`src/rtl/uart_pkg.sv`:
```
// uart_pkg: state encoding and parity-mode constants shared by the UART transmit and receive paths
package uart_pkg;

    typedef enum logic [2:0] {
        ST_IDLE,
        ST_START,
        ST_DATA,
        ST_PARITY,
        ST_STOP,
        ST_DONE
    } state_t;

    localparam int PAR_NONE = 0;
    localparam int PAR_EVEN = 1;
    localparam int PAR_ODD  = 2;

endpackage

```
`src/rtl/baud_counter.sv`:
```
// baud_counter: free-running 0..CLKS_PER_BIT-1 bit-period counter
//   clk, reset (async, active-high); clear restarts the count at 0;
//   tick is high while the count sits at its terminal value.
module baud_counter #(
    parameter int CLKS_PER_BIT = 868
) (
    input  logic clk,
    input  logic reset,
    input  logic clear,
    output logic tick
);

    localparam int W = $clog2(CLKS_PER_BIT);
    localparam logic [W-1:0] TERM = W'(CLKS_PER_BIT - 1);

    logic [W-1:0] cnt;

    assign tick = cnt == TERM;

    always_ff @(posedge clk or posedge reset)
        if (reset) cnt <= '0;
        else       cnt <= (clear || tick) ? '0 : cnt + 1'b1;

endmodule

```
`src/rtl/uart_tx.sv`:
```
// uart_tx: 8-bit asynchronous serial transmitter with optional parity and 1/2 stop bits
//   clk, reset (async, active-high);
//   tx_en/tx_data: start request and byte, taken only in IDLE;
//   tx: serial line (idles high); tx_done: one-cycle end-of-frame pulse;
//   busy: high from acceptance through the tx_done cycle.
module uart_tx
    import uart_pkg::*;
#(
    parameter int CLKS_PER_BIT = 868,
    parameter int PARITY       = 0,
    parameter int STOP_BITS    = 1
) (
    input  logic       clk,
    input  logic       reset,
    input  logic       tx_en,
    input  logic [7:0] tx_data,
    output logic       tx,
    output logic       tx_done,
    output logic       busy
);

    localparam logic [2:0] STOP_LAST = 3'(STOP_BITS - 1);

    state_t     state, state_n;
    logic [7:0] shift, shift_n;
    logic [2:0] bit_cnt, bit_cnt_n;
    logic       par, par_n;
    logic       tick, clear, tx_n;

    baud_counter #(.CLKS_PER_BIT(CLKS_PER_BIT)) u_baud (
        .clk  (clk),
        .reset(reset),
        .clear(clear),
        .tick (tick)
    );

    // bit_cnt counts data bits, wraps to 0 after bit 7, then counts stop bits
    always_comb begin
        state_n   = state;
        shift_n   = shift;
        bit_cnt_n = bit_cnt;
        par_n     = par;
        clear     = 1'b0;
        case (state)
            ST_IDLE: if (tx_en) begin
                state_n   = ST_START;
                shift_n   = tx_data;
                bit_cnt_n = '0;
                par_n     = 1'b0;
                clear     = 1'b1;
            end
            ST_START: if (tick) state_n = ST_DATA;
            ST_DATA: if (tick) begin
                shift_n   = shift >> 1;
                par_n     = par ^ shift[0];
                bit_cnt_n = bit_cnt + 1'b1;
                if (bit_cnt == 3'd7) state_n = (PARITY != PAR_NONE) ? ST_PARITY : ST_STOP;
            end
            ST_PARITY: if (tick) state_n = ST_STOP;
            ST_STOP: if (tick) begin
                bit_cnt_n = bit_cnt + 1'b1;
                if (bit_cnt == STOP_LAST) state_n = ST_DONE;
            end
            ST_DONE: state_n = ST_IDLE;
            default: state_n = ST_IDLE;
        endcase
        // outputs are registered from next-state values so they line up with the state
        tx_n = state_n == ST_START  ? 1'b0 :
               state_n == ST_DATA   ? shift_n[0] :
               state_n == ST_PARITY ? par_n ^ (PARITY == PAR_ODD) : 1'b1;
    end

    always_ff @(posedge clk or posedge reset)
        if (reset) begin
            state   <= ST_IDLE;
            shift   <= '0;
            bit_cnt <= '0;
            par     <= 1'b0;
            tx      <= 1'b1;
            tx_done <= 1'b0;
            busy    <= 1'b0;
        end else begin
            state   <= state_n;
            shift   <= shift_n;
            bit_cnt <= bit_cnt_n;
            par     <= par_n;
            tx      <= tx_n;
            tx_done <= state_n == ST_DONE;
            busy    <= state_n != ST_IDLE;
        end

endmodule

```
`config.mk`:
```
export PLATFORM = sky130hd
export DESIGN_NAME = uart_tx
export DESIGN_NICKNAME = d
export VERILOG_FILES = /design/src/rtl/uart_pkg.sv /design/src/rtl/baud_counter.sv /design/src/rtl/uart_tx.sv
export SDC_FILE = /design/constraint.sdc
export NUM_CORES = 1
export LEC_CHECK = 0
export ABC_AREA = 1
export CAP_MARGIN = 30
export CORE_ASPECT_RATIO = 1.75
export CORE_MARGIN = 1.5
export CORE_UTILIZATION = 48
export DETAILED_ROUTE_END_ITERATION = 16
export PLACE_DENSITY_LB_ADDON = 0.08
export SYNTH_ARGS = -nofsm -noshare
export SYNTH_HDL_FRONTEND = slang
export SYNTH_SLANG_ARGS = --single-unit
export TNS_END_PERCENT = 5
```
`constraint.sdc`:
```
create_clock -name clk -period 2 [get_ports clk]
set_input_delay 0.4 -clock clk [delete_from_list [all_inputs] [get_ports clk]]
set_output_delay 0.4 -clock clk [all_outputs]
set_load 0.01 [all_outputs]
```
==> results of run 1 <==
## worst paths after layout
check                                   startpoint  slack, ns                 endpoint  depth (start not counted)
max                                   tx$_DFF_PP1_       0.28                       tx                          1
min in group clk              shift[5]$_DFFE_PP0P_       0.49     shift[5]$_DFFE_PP0P_                          2
min reg2reg                   shift[5]$_DFFE_PP0P_       0.49     shift[5]$_DFFE_PP0P_                          2
min                                          reset       0.49  u_baud.cnt[5]$_DFF_PP0_                          3
max reg2reg                u_baud.cnt[0]$_DFF_PP0_       0.33           busy$_DFF_PP0_                          8
max in group asynchronous                    reset       1.21             tx$_DFF_PP1_                          3
## power groups by stage
stage / logic, W / registers, W / clock network (W)
after detailed placement: 0.0000333 / 0.000577 / 0
after CTS: 0.0000336 / 0.000566 / 0.000359
after floorplan: 0.00000875 / 0.000577 / 0
final: 0.0000326 / 0.000566 / 0.000342
after global routing: 0.0000368 / 0.000566 / 0.000384
after global placement: 0.0000332 / 0.000577 / 0
## final cells by class
type / instances / area share
flip-flops and latches: 28 / 0.396
multi-input cells: 136 / 0.400
clock buffers: 4 / 0.0311
inverters: 27 / 0.0572
repair buffers: 16 / 0.0862
well taps: 42 / 0.0297
## synthesized netlist by cell type (all sizes together)
master / number
a22o: 1
inv: 27
ha: 4
nor3b: 2
nor3: 5
nand2: 59
dfstp: 1
o21ai: 6
o21a: 2
nand3: 17
nor2: 25
xor2: 2
a21oi: 4
buf: 2
nor4: 1
nand4: 7
dfrtp: 27
o211ai: 1
## metal layers
| metal | GRT usage | up-vias | part of all wire |
|---|---|---|---|
| li1 | - | 649 | - |
| met1 | 0.212 | 589 | 0.39 |
| met2 | 0.363 | 14 | 0.58 |
| met3 | 0.0233 | 5 | 0.014 |
| met4 | 0.0706 | 0 | 0.018 |
| met5 | 0 | - | 0 |
## stage by stage
stage	util	setup slack, ns	instances	total power [W]
floorplan	-	0.580	193	0.000586
global placement	0.580	0.356	249	0.000610
detailed placement	0.580	0.314	249	0.000610
CTS	0.598	0.267	253	0.000958
global route	0.598	0.178	253	0.000987
finish	0.598	0.282	253	0.000940
## sequential cells by signal, indices dropped and copies added (netlist names)
register / count
u_baud.cnt: 10
busy: 1
tx: 1
tx_done: 1
par: 1
bit_cnt: 3
state: 3
shift: 8
## cells by family after synthesis
logic type,after synthesis
xor+xnor,2
simple gates,116
flops,28
compound gates,14
buf+inv,29
fa+ha+maj,4
==> summary.md, run 1 <==
| Metric | Value |
|---|---|
| Via-to-Cell Ratio | `roughly 5.0` |
| Crit end category | `output port` |
| Final critical-path share of the clock period | `0.859` |
| Status | `finished, final reports clean` |
| Clock Power Share | `0.364` |
| Die area | `approximately 0.0035 mm^2` |
| Die height | `77.6 um` |
| PwrDens | `531 mW/mm^2` |
| Initial core utilization | `0.516` |
| Largest family of logic cells by synthesized area | `simple AND/OR/NAND/NOR gates` |
| Post-CTS Resized | `0` |
| Cell taking the most area after synthesis | `dfrtp_1` |
| Min cycle time layout | `roughly 1.7 ns` |
| Rows | `26` |
| Combinational power share | `0.035` |
| Worst path max stage delay | `between 0.5 and 0.6 ns` |
| Mux cell area share after synthesis | `0` |
| CP Max Fanout | `1` |
| DRT Wirelength | `2.91 mm` |
| Buffer and inverter count on the worst path | `1` |
| Setup repair bufs after CTS | `0` |
| Critical-path cell list | `clkdlybuf4s50_1` |
| Pleak | `between 0.8 and 0.9 nW` |
| Drt drc | `0` |
| Syn Area/Cell | `7.92 um^2` |
| Slew @ Worst Pin | `between 0.4 and 0.5 ns` |
| Max Slew Vio Count | `0` |
| First-pass GRT wire length | `5.17 mm` |
| Fraction of the mapped netlist area in compound gates | `0.0581` |
| Final GP Congestion | `just over 0.8` |
| Initial antenna violation count | `0` |
| Clk Latency, worst-skew pair | `approximately 0.27 ns` |
| Reg power frac | `0.602` |
| Global route overflow | `0` |
| Post-synth top area share | `0.442` |
| Fin. Hold Viols | `0` |
| Synthesis-to-layout area growth | `16.0%` |
| Critical Path Source Type | `register` |
| CTS sink cnt | `28` |
| CP delay by family, top | `flip-flops` |
| CTS H-tree depth | `1` |
| Layout cells sized above 1 | `0.142` |
| Worst-path clk slew | `~0.090 ns` |
| FF/Latch Area | `702 um^2` |
| Detailed Place HPWL | `between 2 and 2.5 mm` |
| Cts hold-fix bufs | `0` |
| DP Area | `0.00172 mm^2` |
| Most common cell after layout, fill and taps aside | `nand2_1` |
| Syn Std Cell Area | `around 0.0015 mm^2` |
| Post-route setup TNS | `0 ns` |
| Final Cell Area | `between 0.0015 and 0.002 mm^2` |
| Fmax | `between 500 and 600 MHz` |
| Adder-Cell Fraction of Synth Area | `0.0328` |
| CTS tree | `built` |
| Tightest hold margin | `about 0.49 ns` |
| Largest net degree at the start of global routing | `29` |
| DRT Pass-1 Iters | `4` |
| CTS Buf Count | `3` |
| Sequential-to-total area share from yosys stat | `0.459` |
| Slew headroom | `0.701` |
| Synthesized instance count | `slightly below 200` |
| Root buf cell | `clkbuf_8` |
| Syn nets | `208` |
| Xor and xnor fraction of the mapped netlist area | `0.0115` |
| Final #Nets | `227` |
| VDD IR max | `486 uV` |
| Post-synthesis simple-gate area fraction | `0.361` |
| P_sw | `between 0.00015 and 0.0002 W` |
| Netlist cell types | `28` |
| Max Clock Skew | `0.00380 ns` |
| RSZ-0062 raised after global routing | `no` |
| Die W | `approximately 46 um` |
| Core Area | `0.00296 mm^2` |
| DR vias | `approximately 1300` |
| Max Cap Violations | `0` |
| Filler cell count | `~290` |
| Commonest cells after routing, fill and taps aside | `51 x nand2_1, 27 x dfrtp_1, 22 x nor2_1` |
| Sw frac | `0.191` |
| Bufs on Longest Clock Path | `2` |
| Routed wire length per instance | `between 10 and 15 um` |
| Kind of critical path | `reg2out` |
| Seq cells post-synth | `28` |
| Arr. time, crit path | `1.32 ns` |
| Hold Path Class | `in2async` |
| # setup viols final | `0` |
| Pint | `between 0.0007 and 0.0008 W` |
| # IOs | `14` |
| Antenna diode count | `0` |
| Synth warn | `0` |
| PortBufs | `13` |
| Routed Antenna Nets | `0` |
| Total track usage | `0.197` |
| Vias in the first global route | `1245` |
| Area of the multi-input gates | `708 um^2` |
| Top cells by area, synth | `dfrtp_1 44%, nand2_1 13%, nor2_1 5.4%` |
| Number of DRC markers in iteration 0 | `29` |
| CP required | `between 1.5 and 2 ns` |
| Crit path max-delay cell type | `dfstp_2` |
Power figures use the tool's default switching activity.
==> run 2, diff against run 1 <==
--- a/config.mk
+++ b/config.mk
@@ -9,8 +9,9 @@
 export CAP_MARGIN = 30
 export CORE_ASPECT_RATIO = 1.75
 export CORE_MARGIN = 1.5
-export CORE_UTILIZATION = 48
+export CORE_UTILIZATION = 56
 export DETAILED_ROUTE_END_ITERATION = 16
+export GPL_TIMING_DRIVEN = 0
 export PLACE_DENSITY_LB_ADDON = 0.08
 export SYNTH_ARGS = -nofsm -noshare
 export SYNTH_HDL_FRONTEND = slang
==> run 2 against run 1 <==
Final cell count shrank 6.3%. Combinational power grew 6%. Clock skew shrank 0.0019 ns. Largest cell class unchanged.
==> summary.md, run 2 (synthesis results as in run 1) <==
| Metric | Value |
|---|---|
| Status | `finished, final reports clean` |
| Core Area | `0.00255 mm^2 (-14%)` |
| Fin. Hold Viols | `0 (unchanged)` |
| Initial antenna violation count | `0 (unchanged)` |
| Clk Latency, worst-skew pair | `0.28 ns (about the same)` |
| Synthesis-to-layout area growth | `15.2%` |
| CTS tree | `built` |
| Vias in the first global route | `1417 (+14%)` |
| RSZ-0062 raised after global routing | `no` |
| Fmax | `581 MHz (-0.12%)` |
| Reg-to-Reg End | `state[1]$_DFF_PP0_` |
| First-pass GRT wire length | `5.58 mm (+7.9%)` |
| Max Cap Violations | `0 (unchanged)` |
| # IOs | `14 (unchanged)` |
| Die height | `72.1 um (-7.1%)` |
| # setup viols final | `0 (unchanged)` |
| VDD IR max | `377 uV (-22%)` |
| CTS H-tree depth | `1 (unchanged)` |
| CTS sink cnt | `28 (unchanged)` |
| Die area | `0.00306 mm^2 (-14%)` |
| Routed Antenna Nets | `0 (unchanged)` |
| Slew headroom | `0.630 (-0.0709)` |
| Setup crit start | `tx$_DFF_PP1_` |
| Drt drc | `0 (unchanged)` |
| Worst-path clk slew | `0.09 ns (about the same)` |
| R2R depth | `8 (unchanged)` |
| Max Slew Vio Count | `0 (unchanged)` |
| Most common cell after layout, fill and taps aside | `nand2_1` |
| Number of DRC markers in iteration 0 | `34 (+17%)` |
| Top flop regs | `u_baud.cnt (10), shift (8)` |
| Final GP Congestion | `0.824 (+0.33%)` |
| Die W | `42.5 um (-6.9%)` |
| Filler cell count | `227 (-21%)` |
| Initial core utilization | `0.599 (+0.0825)` |
| Largest net degree at the start of global routing | `16 (-45%)` |
| Via-to-Cell Ratio | `5.37 (+8.1%)` |
| Kind of critical path | `reg2out` |
| PwrDens | `541 mW/mm^2 (+1.9%)` |
| Rows | `24 (-7.7%)` |
| Critical-path cell list | `clkdlybuf4s50_1` |
| Post-route setup TNS | `0 ns (unchanged)` |
| DRT Pass-1 Iters | `4 (unchanged)` |
| Final critical-path share of the clock period | `0.860 (+0.00105)` |
| Setup repair bufs after CTS | `0 (unchanged)` |
| Hold Path Class | `in2async` |
| CTS Buf Count | `3 (unchanged)` |
| Global route overflow | `0 (unchanged)` |
| Post-CTS Resized | `0 (unchanged)` |
| Detailed Place HPWL | `2.38 mm (+2.4%)` |
| Antenna diode count | `0 (unchanged)` |
| DR vias | `1273 (+1.3%)` |
| Min cycle time layout | `1.72 ns (+0.00209 ns)` |
| Bufs on Longest Clock Path | `2 (unchanged)` |
| Buffer and inverter count on the worst path | `1 (unchanged)` |
| Cts hold-fix bufs | `0 (unchanged)` |
| Reg-to-reg critical path startpoint | `u_baud.cnt[0]$_DFF_PP0_` |
| Tightest hold margin | `0.458 ns (-0.0294 ns)` |
| Routed wire length per instance | `12.9 um (+12%)` |
| DRT Wirelength | `3.06 mm (+5.1%)` |
| Worst path max stage delay | `0.52 ns (about the same)` |
| Total track usage | `0.235 (+0.0379)` |
| Top reg by flops | `u_baud.cnt` |
| Max FFs per register | `10 (unchanged)` |
| Pleak | `0.858 nW (+0.40%)` |
| Critical Path Source Type | `register` |
| Root buf cell | `clkbuf_8` |
| Cells after DPL | `233 (-6.4%)` |
| CP Max Fanout | `1 (unchanged)` |
| Commonest cells after routing, fill and taps aside | `51 x nand2_1, 27 x dfrtp_1, 22 x nor2_1` |
| Arr. time, crit path | `1.32 ns (about the same)` |
| CP required | `1.60 ns (about the same)` |
| CP delay by family, top | `flip-flops` |
| Layout cells sized above 1 | `0.142 (unchanged)` |
| Fin cells | `237 (-6.3%)` |
| Max Clock Skew | `0.00191 ns (-0.00189 ns)` |
| R2r setup slk | `0.38 ns (+0.05 ns)` |
| Crit path max-delay cell type | `dfstp_2` |
| Crit end category | `output port` |
| PortBufs | `13 (unchanged)` |
| Slew @ Worst Pin | `0.555 ns (+0.108 ns)` |
| Final #Nets | `227 (unchanged)` |
run 2: metal layers:
metal | vias to the layer above | global-route usage | part of all wire
li1 | 652 | - | -
met1 | 594 | 0.240 | 0.41
met2 | 22 | 0.446 | 0.55
met3 | 5 | 0.0274 | 0.017
met4 | 0 | 0.128 | 0.019
met5 | - | 0 | 0
run 2: worst max path at each step:
stage / to / slack, ns / depth (start not counted)
after floorplan: busy$_DFF_PP0_ / 0.58 / 8
after global placement: busy$_DFF_PP0_ / 0.35 / 2
after detailed placement: tx$_DFF_PP1_ / 0.31 / 9
after CTS: tx / 0.27 / 1
after global routing: bit_cnt[0]$_DFFE_PP0P_ / 0.20 / 8
final: tx / 0.28 / 1
run 2: area by class of cell:
cell class,instances,area (um^2),share of cell area
multi-input combinational,136,708,0.402
sequential,28,702,0.399
inverter,27,101,0.0576
buffer,2,16.3,0.00924
timing repair buffer,14,145,0.0824
clock buffer,4,55.1,0.0313
tap,26,32.5,0.0185
run 2: per-stage QoR:
stage | power [W] | area (um^2) | setup WS (ns) | util
final | 0.000952 | 1760 | 0.280 | 0.690
after global routing | 0.000988 | 1760 | 0.197 | 0.690
after CTS | 0.000965 | 1760 | 0.270 | 0.690
after detailed placement | 0.000612 | 1710 | 0.306 | 0.668
after global placement | 0.000608 | 1690 | 0.349 | 0.662
after floorplan | 0.000586 | 1530 | 0.580 | -
run 2: power by group:
part	leakage [nW]	internal [W]	switching, W
Combinational	0.508	0.0000198	0.0000146
Clock	0.0288	0.000177	0.000175
Sequential	0.321	0.000566	0
Total	0.858	0.000762	0.000190
==> run 3, diff against run 2 <==
--- a/config.mk
+++ b/config.mk
@@ -10,6 +10,7 @@
 export CORE_ASPECT_RATIO = 1.75
 export CORE_MARGIN = 1.5
 export CORE_UTILIZATION = 56
+export CTS_CLUSTER_SIZE = 20
 export DETAILED_ROUTE_END_ITERATION = 16
 export GPL_TIMING_DRIVEN = 0
 export PLACE_DENSITY_LB_ADDON = 0.08
==> results of run 3 <==
Final layout, timing and power as in run 2 (identical DEF).
